### config.mk
export PLATFORM = sky130hd
export DESIGN_NAME = uart_cmd_parse
export DESIGN_NICKNAME = d
export VERILOG_FILES = /design/src/rtl/uart_cmd_parse_pkg.sv /design/src/rtl/uart_cmd_parse_hex_to_nib.sv /design/src/rtl/uart_cmd_parse.sv
export SDC_FILE = /design/constraint.sdc
export NUM_CORES = 1
export LEC_CHECK = 0
export BUFFER_PORTS_ARGS = -buffer_cell sky130_fd_sc_hd__buf_2
export CAP_MARGIN = 25
export CORE_UTILIZATION = 35
export DETAILED_ROUTE_END_ITERATION = 8
export GPL_TIMING_DRIVEN = 0
export PLACE_DENSITY_LB_ADDON = 0.3
export SETUP_SLACK_MARGIN = 0.05
export SKIP_CTS_REPAIR_TIMING = 1
export SLEW_MARGIN = 20
export SYNTH_ARGS = -nofsm -noshare
export SYNTH_HDL_FRONTEND = slang
export SYNTH_SLANG_ARGS = --single-unit
### constraint.sdc
create_clock -name clk_rx -period 3.4 [get_ports clk_rx]
set_input_delay 0.51 -clock clk_rx [delete_from_list [all_inputs] [get_ports clk_rx]]
set_output_delay 0.51 -clock clk_rx [all_outputs]
set_load 0.05 [all_outputs]
### src/rtl/uart_cmd_parse_pkg.sv
`default_nettype none
// ============================================================================
//  Module  : uart_cmd_pkg
//  Brief   : Shared constants for the ASCII command parser: frame characters,
//            response codes, command letters, state encoding and the number
//            of hex digits each command carries.
//  Revision: 1.0  initial release
// ============================================================================
package uart_cmd_pkg;

    // Frame delimiters
    localparam logic [7:0] C_STAR = 8'h2A;   // '*' start of frame
    localparam logic [7:0] C_CR   = 8'h0D;   // carriage return, end of frame

    // Response codes
    localparam logic [7:0] C_RSP_OK  = 8'h4B; // 'K'
    localparam logic [7:0] C_RSP_ERR = 8'h45; // 'E'

    // Command letters (upper case only)
    localparam logic [7:0] C_CMD_LED   = 8'h4C; // 'L'
    localparam logic [7:0] C_CMD_SPD   = 8'h53; // 'S'
    localparam logic [7:0] C_CMD_CLEAR = 8'h43; // 'C'

    // Hex digits expected after each command letter
    localparam logic [2:0] C_ARGS_LED = 3'd2;
    localparam logic [2:0] C_ARGS_SPD = 3'd4;

    // Parser state encoding
    localparam int unsigned C_ST_W = 3;
    localparam logic [C_ST_W-1:0] ST_IDLE = 3'd0;
    localparam logic [C_ST_W-1:0] ST_CMD  = 3'd1;
    localparam logic [C_ST_W-1:0] ST_ARG  = 3'd2;
    localparam logic [C_ST_W-1:0] ST_EOL  = 3'd3;
    localparam logic [C_ST_W-1:0] ST_RESP = 3'd4;

endpackage
`default_nettype wire

### src/rtl/uart_cmd_parse_hex_to_nib.sv
`default_nettype none
// ============================================================================
//  Module  : hex_to_nib
//  Brief   : Combinational ASCII to nibble decoder. Accepts 0-9, A-F, a-f;
//            o_is_hex flags whether the byte was a hex digit at all.
//  Revision: 1.0  initial release
// ============================================================================
module hex_to_nib (
    input  logic [7:0] i_ascii,
    output logic       o_is_hex,
    output logic [3:0] o_nib
);

    // Letters map as low nibble + 9 ('A'/'a' = x1 -> 10 ... 'F'/'f' = x6 -> 15)
    always_comb begin
        o_is_hex = 1'b1;
        o_nib    = 4'h0;
        if (i_ascii >= 8'h30 && i_ascii <= 8'h39) begin
            o_nib = i_ascii[3:0];
        end else if ((i_ascii >= 8'h41 && i_ascii <= 8'h46) ||
                     (i_ascii >= 8'h61 && i_ascii <= 8'h66)) begin
            o_nib = i_ascii[3:0] + 4'd9;
        end else begin
            o_is_hex = 1'b0;
        end
    end

endmodule
`default_nettype wire

### src/rtl/uart_cmd_parse.sv
`default_nettype none
// ============================================================================
//  Module  : uart_cmd_parse
//  Brief   : Parses "*<cmd><hex args><CR>" frames from a UART receiver,
//            updates the LED and speed control registers and returns one
//            'K'/'E' response byte per frame over a valid/ready port.
//  Revision: 1.0  initial release
// ============================================================================
module uart_cmd_parse
    import uart_cmd_pkg::*;
#(
    parameter int          CLOCK_RATE  = 125_000_000,
    parameter int          TIMEOUT_CYC = 12_500_000,
    parameter logic [15:0] SPD_DEFAULT = 16'h0100
) (
    input  logic        clk_rx,
    input  logic        rst_clk_rx,
    input  logic [7:0]  rx_data,
    input  logic        rx_data_rdy,
    output logic [7:0]  led_val,
    output logic        led_upd,
    output logic [15:0] spd_val,
    output logic        spd_upd,
    output logic [7:0]  rsp_data,
    output logic        rsp_valid,
    input  logic        rsp_ready
);

    localparam int unsigned   C_TMO_W   = $clog2(TIMEOUT_CYC);
    localparam logic [C_TMO_W-1:0] C_TMO_MAX = C_TMO_W'(TIMEOUT_CYC - 1);
    localparam logic [C_TMO_W-1:0] C_TMO_ONE = C_TMO_W'(1);

    // The timeout counter needs at least one bit, and CLOCK_RATE only documents
    // how TIMEOUT_CYC was chosen; an empty block keeps both parameters bound.
    if (TIMEOUT_CYC < 2 || CLOCK_RATE < 1) begin : g_param_check
    end

    logic [C_ST_W-1:0]  r_state, w_state_nxt;
    logic [15:0]        r_arg, w_arg_nxt;
    logic [2:0]         r_cnt, w_cnt_nxt;
    logic [7:0]         r_cmd, w_cmd_nxt;
    logic [C_TMO_W-1:0] r_tmo, w_tmo_nxt;
    logic [7:0]         r_led, w_led_nxt;
    logic [15:0]        r_spd, w_spd_nxt;
    logic               r_led_upd, w_led_upd_nxt;
    logic               r_spd_upd, w_spd_upd_nxt;
    logic [7:0]         r_rsp_data, w_rsp_data_nxt;
    logic               r_rsp_valid, w_rsp_valid_nxt;

    logic               w_is_hex;
    logic [3:0]         w_nib;

    hex_to_nib u_hex_to_nib (
        .i_ascii  (rx_data),
        .o_is_hex (w_is_hex),
        .o_nib    (w_nib)
    );

    // State and register file update
    always_ff @(posedge clk_rx) begin
        if (rst_clk_rx) begin
            r_state     <= ST_IDLE;
            r_arg       <= '0;
            r_cnt       <= '0;
            r_cmd       <= '0;
            r_tmo       <= '0;
            r_led       <= '0;
            r_spd       <= SPD_DEFAULT;
            r_led_upd   <= 1'b0;
            r_spd_upd   <= 1'b0;
            r_rsp_data  <= '0;
            r_rsp_valid <= 1'b0;
        end else begin
            r_state     <= w_state_nxt;
            r_arg       <= w_arg_nxt;
            r_cnt       <= w_cnt_nxt;
            r_cmd       <= w_cmd_nxt;
            r_tmo       <= w_tmo_nxt;
            r_led       <= w_led_nxt;
            r_spd       <= w_spd_nxt;
            r_led_upd   <= w_led_upd_nxt;
            r_spd_upd   <= w_spd_upd_nxt;
            r_rsp_data  <= w_rsp_data_nxt;
            r_rsp_valid <= w_rsp_valid_nxt;
        end
    end

    // Next-state decode: bytes drive the frame FSM, idle time drives the timeout
    always_comb begin
        w_state_nxt     = r_state;
        w_arg_nxt       = r_arg;
        w_cnt_nxt       = r_cnt;
        w_cmd_nxt       = r_cmd;
        w_tmo_nxt       = '0;
        w_led_nxt       = r_led;
        w_spd_nxt       = r_spd;
        w_led_upd_nxt   = 1'b0;
        w_spd_upd_nxt   = 1'b0;
        w_rsp_data_nxt  = r_rsp_data;
        w_rsp_valid_nxt = r_rsp_valid;

        case (r_state)
            ST_IDLE: begin
                if (rx_data_rdy && rx_data == C_STAR) begin
                    w_state_nxt = ST_CMD;
                end
            end

            ST_CMD, ST_ARG, ST_EOL: begin
                if (rx_data_rdy) begin
                    if (rx_data == C_STAR) begin
                        // Resync: abandon the current frame silently
                        w_state_nxt = ST_CMD;
                    end else begin
                        // Error is the fallback; valid bytes override below
                        w_state_nxt     = ST_RESP;
                        w_rsp_valid_nxt = 1'b1;
                        w_rsp_data_nxt  = C_RSP_ERR;
                        case (r_state)
                            ST_CMD: begin
                                if (rx_data == C_CMD_LED || rx_data == C_CMD_SPD) begin
                                    w_state_nxt     = ST_ARG;
                                    w_rsp_valid_nxt = 1'b0;
                                    w_rsp_data_nxt  = r_rsp_data;
                                    w_cmd_nxt       = rx_data;
                                    w_arg_nxt       = '0;
                                    w_cnt_nxt       = (rx_data == C_CMD_LED) ? C_ARGS_LED
                                                                             : C_ARGS_SPD;
                                end else if (rx_data == C_CMD_CLEAR) begin
                                    w_state_nxt     = ST_EOL;
                                    w_rsp_valid_nxt = 1'b0;
                                    w_rsp_data_nxt  = r_rsp_data;
                                    w_cmd_nxt       = rx_data;
                                end
                            end
                            ST_ARG: begin
                                if (w_is_hex) begin
                                    w_rsp_valid_nxt = 1'b0;
                                    w_rsp_data_nxt  = r_rsp_data;
                                    w_arg_nxt       = {r_arg[11:0], w_nib};
                                    w_cnt_nxt       = r_cnt - 3'd1;
                                    w_state_nxt     = (r_cnt == 3'd1) ? ST_EOL : ST_ARG;
                                end
                            end
                            default: begin // ST_EOL
                                if (rx_data == C_CR) begin
                                    w_rsp_data_nxt = C_RSP_OK;
                                    if (r_cmd == C_CMD_LED) begin
                                        w_led_nxt     = r_arg[7:0];
                                        w_led_upd_nxt = 1'b1;
                                    end else if (r_cmd == C_CMD_SPD) begin
                                        w_spd_nxt     = r_arg;
                                        w_spd_upd_nxt = 1'b1;
                                    end else begin
                                        w_led_nxt     = '0;
                                        w_spd_nxt     = SPD_DEFAULT;
                                        w_led_upd_nxt = 1'b1;
                                        w_spd_upd_nxt = 1'b1;
                                    end
                                end
                            end
                        endcase
                    end
                end else if (r_tmo == C_TMO_MAX) begin
                    w_state_nxt     = ST_RESP;
                    w_rsp_valid_nxt = 1'b1;
                    w_rsp_data_nxt  = C_RSP_ERR;
                end else begin
                    w_tmo_nxt = r_tmo + C_TMO_ONE;
                end
            end

            ST_RESP: begin
                // Incoming bytes are dropped here; only the handshake matters
                if (rsp_ready) begin
                    w_state_nxt     = ST_IDLE;
                    w_rsp_valid_nxt = 1'b0;
                end
            end

            default: begin
                w_state_nxt     = ST_IDLE;
                w_rsp_valid_nxt = 1'b0;
            end
        endcase
    end

    assign led_val   = r_led;
    assign led_upd   = r_led_upd;
    assign spd_val   = r_spd;
    assign spd_upd   = r_spd_upd;
    assign rsp_data  = r_rsp_data;
    assign rsp_valid = r_rsp_valid;

endmodule
`default_nettype wire
== Yosys cells after proc, flatten, opt, wreduce, memory -nomap -nowiden ==
Index checks and enable logic that the tools add are counted.

* Bits in registers: 89
* Bits of input ports: 12
* Output and inout port bits: 35

* Add/sub/neg operators: 3
* Magnitude comparators: 6
* Equality and inequality tests: 24
* Muxes and demuxes: 47
* Bitwise logic cells: 7
* Reduce and logical (&&, ||, !) cells: 21

{| class="wikitable"
|+ Operators with widths
! operator !! count
|-
| $mux 8 || 10
|-
| $mux 16 || 3
|-
| $eq 8x7->1 const B || 5
|-
| $mux 3 || 11
|-
| $pmux 16 s2 || 1
|-
| $add 24x1->24 const B || 1
|-
| $eq 24x24->1 const B || 1
|-
| $reduce_and 6->1 || 4
|-
| $ge 8x7->1 const B || 2
|-
| $le 8x7->1 const B || 2
|-
| $pmux 8 s2 || 1
|-
| $ne 3x3->1 const B || 5
|-
| $mux 1 || 13
|-
| $mux 4 || 3
|-
| $pmux 3 s2 || 2
|-
| $ne 2x2->1 const B || 5
|-
| $pmux 3 s3 || 1
|-
| $eq 8x4->1 const B || 1
|-
| $eq 8x6->1 const B || 1
|-
| $ge 8x6->1 const B || 1
|-
| $le 8x6->1 const B || 1
|-
| $not 1->1 || 7
|-
| $reduce_or 7->1 || 1
|-
| $eq 3x1->1 const B || 2
|-
| 17 further kinds || 24
|}

== Depth between registers and ports, before layout ==
* Depth in word-level cells: 10
* Depth in mapped cells: 8
* Mapped depth without buffers: 7

== Modules after synthesis ==
Synthesis repeated with hierarchy kept, for this count alone.

* Cell total of the unflattened synthesis: 437
* Area total of the unflattened synthesis: 3,802.4 um2

{| class="wikitable"
|+ By module, submodules not included
! module !! times used !! cells each !! area an instance (um2)
|-
| uart_cmd_parse || 1 || 412 || 3,598.5
|-
| hex_to_nib || 1 || 25 || 203.9
|}

== Worst setup path after synthesis ==
OpenSTA, ideal clock, no wires.

* Path type: in2reg
* Start point: in rx_data[1]
* End point: reg r_spd[10] (netlist: spd_val[10])
* Library setup time: 66 ps
* Data arrival time: 2,161 ps
* Required time: 3,334 ps
* Setup slack: 1,173 ps
* Stages: 8
* Cell sequence: inv_1 > ha_1 > nor4bb_1 > nand3_1 > nor4_2 > clkbuf_1 > a22oi_1 > nor2_1

* Longest elaborated chain between the ends: 3
* Elaborated cells between the ends (all ways): 4
* Classes of those cells: 2 x eq/ne; 1 x bitwise; 1 x reduce/logical

{| class="wikitable"
|+ Ends and longest elaborated chain
! element !! RTL line !! text
|-
| start: declaration || uart_cmd_parse.sv:18 || <nowiki>input logic [7:0] rx_data,</nowiki>
|-
| $eq 8x6->1 || uart_cmd_parse.sv:111 || <nowiki>if (rx_data == C_STAR) begin</nowiki>
|-
| $not 1->1 (no source line) || -- ||
|-
| $reduce_and 6->1 (no source line) (*) || -- ||
|-
| end signal: assignment || uart_cmd_parse.sv:80 || <nowiki>r_spd <= w_spd_nxt;</nowiki>
|-
| end: declaration || uart_cmd_parse.sv:44 || <nowiki>logic [15:0] r_spd, w_spd_nxt;</nowiki>
|}

Mark *: on every way between the ends. The rest lies on a longest branch, timed or not.
A chain may end at the register's enable or synchronous reset.

== Worst setup path after layout ==
* Start point: in rx_data[1]
* End point: reg r_spd[11] (netlist: spd_val[11])

Same word-level chain as after synthesis.

==> impl_metrics.xml <==
<?xml version="1.0" encoding="UTF-8"?>
<metrics>
  <group name="clocking">
    <metric name="cts_tree" unit="">done</metric>
    <metric name="cts.root.buffer_cell" unit="">clkbuf_8</metric>
    <metric name="clock_latency" unit="ns">0.36</metric>
    <metric name="ctsLongestPathBuffers" unit="">2</metric>
    <metric name="cts_num_sinks" unit="">84</metric>
    <metric name="cts_inserted_buffers" unit="">9</metric>
    <metric name="cts.clk_slew.worst_paths" unit="ns">0.09</metric>
    <metric name="cts_max_level" unit="">3</metric>
  </group>
  <group name="synth">
    <metric name="synth_top_family_by_area" unit="">simple AND/OR/NAND/NOR gates</metric>
    <metric name="syn-cell-area" unit="um^2">3840</metric>
    <metric name="synth_area_leaders" unit="">dfxtp_1, nor2_1, a22oi_1</metric>
    <metric name="muxShareOfSynthArea" unit="%">1.86</metric>
    <metric name="synth_compound_gate_area_share" unit="%">17.9</metric>
    <metric name="cell_types_with_the_highest_counts_after_synthesis" unit="">dfxtp_1, nor2_1, nand3_1</metric>
    <metric name="synth_area_leader_cell" unit="">dfxtp_1</metric>
    <metric name="postSynthCellCount" unit="">427</metric>
    <metric name="ys_ff_latch" unit="">84</metric>
    <metric name="yosysTopAreaCellShare" unit="%">43.8</metric>
    <metric name="simple_gate_fraction_of_synth_area" unit="%">24.1</metric>
    <metric name="synth-async-reset-ratio" unit="%">0</metric>
    <metric name="yosys.cell_types.count" unit="">66</metric>
    <metric name="synth_edf_count" unit="">0</metric>
    <metric name="yosysWarnings" unit="">0</metric>
    <metric name="syn-mean-instance-area" unit="um^2">9.00</metric>
    <metric name="adder_and_majority_cell_fraction_of_the_synthesized_area" unit="%">2.60</metric>
    <metric name="cell_with_the_most_instances_after_synthesis" unit="">dfxtp_1</metric>
    <metric name="synth-main-ff-cell" unit="">dfxtp_1</metric>
    <metric name="synth-xor-area-share" unit="%">5.01</metric>
    <metric name="proportion_of_synthesized_chip_area_in_sequential_cells" unit="%">43.8</metric>
  </group>
  <group name="routing">
    <metric name="via_count" unit="">3323</metric>
    <metric name="drt-initial-drc-count" unit="">178</metric>
    <metric name="post_drt_via_cell_ratio" unit="">5.34</metric>
    <metric name="drtPass1Iterations" unit="">5</metric>
    <metric name="postRouteAntennaNets" unit="">0</metric>
    <metric name="drc" unit="">0</metric>
    <metric name="met2RoutedLength" unit="mm">4.20</metric>
    <metric name="routed_wirelength" unit="mm">9.05</metric>
    <metric name="topRoutingLayerUsed" unit="">met4</metric>
    <metric name="wl_met1" unit="mm">4.37</metric>
    <metric name="post_drt_wl_per_cell" unit="um">14.5</metric>
    <metric name="wl_met3" unit="um">405</metric>
  </group>
  <group name="critical_path">
    <metric name="type_of_element_launching_the_critical_path" unit="">primary input</metric>
    <metric name="worstSetupEndpointType" unit="">flip-flop</metric>
    <metric name="critPathKind" unit="">in -&gt; reg</metric>
    <metric name="crit_fanout" unit="">10</metric>
    <metric name="crit_slowest_cell" unit="">nor4_2</metric>
    <metric name="critical-path-max-stage-delay" unit="ns">0.55</metric>
    <metric name="path_cells" unit="">buf_2, inv_1, ha_1, nor4bb_1, nand3_1, nor4_2, clkbuf_1, a22oi_1, nor2_1</metric>
    <metric name="critical-path-top-delay-family" unit="">simple AND/OR/NAND/NOR gates</metric>
    <metric name="timing.critical_path.arrival" unit="ns">2.81</metric>
    <metric name="critical_path.n_buffers_inverters" unit="">3</metric>
    <metric name="critical_path_required" unit="ns">3.68</metric>
  </group>
  <group name="placement">
    <metric name="gp_congestion" unit="">0.911</metric>
    <metric name="pre_cts_ws" unit="ns">0.517</metric>
    <metric name="detailed_place.area" unit="um^2">4230</metric>
    <metric name="port_buffers" unit="">41</metric>
    <metric name="place_hpwl" unit="mm">6.76</metric>
  </group>
  <group name="floorplanning">
    <metric name="die_w" unit="um">107</metric>
    <metric name="placeableCoreArea" unit="um^2">10500</metric>
    <metric name="dieArea" unit="um^2">11400</metric>
    <metric name="ios" unit="">47</metric>
    <metric name="placementRows" unit="">37</metric>
    <metric name="initial_core_util" unit="%">36.7</metric>
    <metric name="chipHeight" unit="um">107</metric>
  </group>
  <group name="pwr">
    <metric name="total_power" unit="W">0.00174</metric>
    <metric name="power.ir.vdd_worst" unit="mV">0.288</metric>
    <metric name="cellPowerDensity" unit="nW/um^2">393</metric>
    <metric name="p_leak" unit="nW">1.63</metric>
  </group>
  <group name="timing">
    <metric name="report.final.slew_viol_count" unit="">0</metric>
    <metric name="hold_violations" unit="">0</metric>
    <metric name="timing.hold.ws" unit="ns">0.457</metric>
    <metric name="report.final.setup_viol" unit="">0</metric>
    <metric name="maximum_clock_frequency" unit="MHz">395</metric>
    <metric name="layout_setup_ws" unit="ns">0.868</metric>
    <metric name="tns" unit="ns">0</metric>
    <metric name="final.period_utilization" unit="%">74.5</metric>
    <metric name="timing.clock.skew" unit="ns">0.0162</metric>
    <metric name="final_period_minus_worst_setup_slack" unit="ns">2.53</metric>
    <metric name="rsz_0062_raised_after_global_routing" unit="">false</metric>
    <metric name="max_slew_headroom" unit="%">41.7</metric>
    <metric name="tightestPinTransition" unit="ns">0.868</metric>
  </group>
  <group name="finish">
    <metric name="final_nets" unit="">501</metric>
    <metric name="area_growth" unit="%">15.0</metric>
    <metric name="final_area" unit="um^2">4420</metric>
    <metric name="fillCellCount" unit="">1058</metric>
    <metric name="fraction_of_layout_cells_with_a_size_suffix_above_1" unit="%">17.3</metric>
    <metric name="diodes" unit="">0</metric>
  </group>
  <group name="global_routing">
    <metric name="grt_usage" unit="%">16.5</metric>
    <metric name="grt_pass1_wl" unit="mm">14.9</metric>
    <metric name="grt_max_degree" unit="">18</metric>
    <metric name="globalRouteOverflowTotal" unit="">0</metric>
    <metric name="first_global_vias" unit="">3073</metric>
    <metric name="antenna_found_initial" unit="">0</metric>
  </group>
  <group name="status">
    <metric name="run_status" unit="">finished, final reports clean</metric>
  </group>
  <group name="flow_run">
    <metric name="max_cap_viol_count" unit="">0</metric>
  </group>
  <group name="min_path">
    <metric name="worst_hold_path_type" unit="">in -&gt; reg</metric>
  </group>
</metrics>
final cells by class:
| cell class | instances | area (um^2) | share of cell area [%] |
|---|---|---|---|
| clock inverters | 7 | 70.1 | 1.59 |
| well taps | 136 | 170 | 3.85 |
| multi-input cells | 304 | 1990 | 45.0 |
| inverters | 18 | 67.6 | 1.53 |
| flip-flops and latches | 84 | 1680 | 38.0 |
| plain buffers | 23 | 113 | 2.55 |
| clock buffers | 9 | 124 | 2.80 |
| repair buffers | 41 | 205 | 4.64 |
cells in the final DEF (no fill, tap or decap), types with 5 or more instances in the layout:
master,n
nand2_1,11
xor2_1,7
a21oi_1,10
dfxtp_1,84
clkbuf_8,9
buf_2,47
o21ai_0,12
ha_1,8
nor3_1,9
nor2_1,64
and3_1,5
xnor2_1,15
nand3_1,25
nor4_1,6
a22o_1,13
inv_1,18
mux2i_1,6
clkbuf_1,11
nand4_1,13
buf_4,5
nand2b_1,6
a22oi_1,23
path summary, 6_finish.rpt:
path | depth (start not counted) | startpoint | slack [ns] | endpoint
max | 9 | rx_data[1] | 0.87 | spd_val[11]
min | 4 | rsp_ready | 0.46 | r_state[2]
max reg2reg | 6 | r_state[2] | 0.96 | r_arg[7]
min reg2reg | 2 | r_cmd[6] | 0.47 | r_cmd[6]
flip-flops by register name, indices dropped and copies added, names as in the netlist:
name	cells
r_tmo	24
rsp_valid	1
r_state	3
rsp_data	3
r_cmd	8
r_arg	16
r_cnt	3
led_upd	1
spd_upd	1
led_val	8
spd_val	16
layer usage:
layer  vias up  track usage (%)
met2        89             27.1
met1      1572             21.5
met3         6             3.34
met5         -                0
met4         0             5.58
li1       1656                -
logic make-up (layout without fill, tap and decap cells):
family                     after synthesis  count (layout)
adders and majority gates                8               8
buffers and inverters                   41              98
other                                    1               3
AOI/OAI and AO/OA                       91              91
muxes                                    7               7
xor gates and xnor gates                22              22
and+or+nand+nor                        173             173
DFF                                     84              84
power breakdown:
part	total, W	internal [W]	switching (W)
registers	0.000983	0.000983	0.000000000322
clock network	0.000687	0.000284	0.000403
logic	0.0000659	0.0000196	0.0000463
total	0.00174	0.00129	0.000449
stage by stage:
step,std cells,util (%)
global placement,606,40.4
finish,622,42.3
global route,622,42.3
detailed placement,606,40.4
floorplan,429,-
CTS,622,42.3
worst min-delay path: stages:
cell and delay, ns:
buf_2 0.08, nor3_1 0.04, nand2_1 0.06, a31oi_1 0.07
Power figures use the tool's default switching activity.
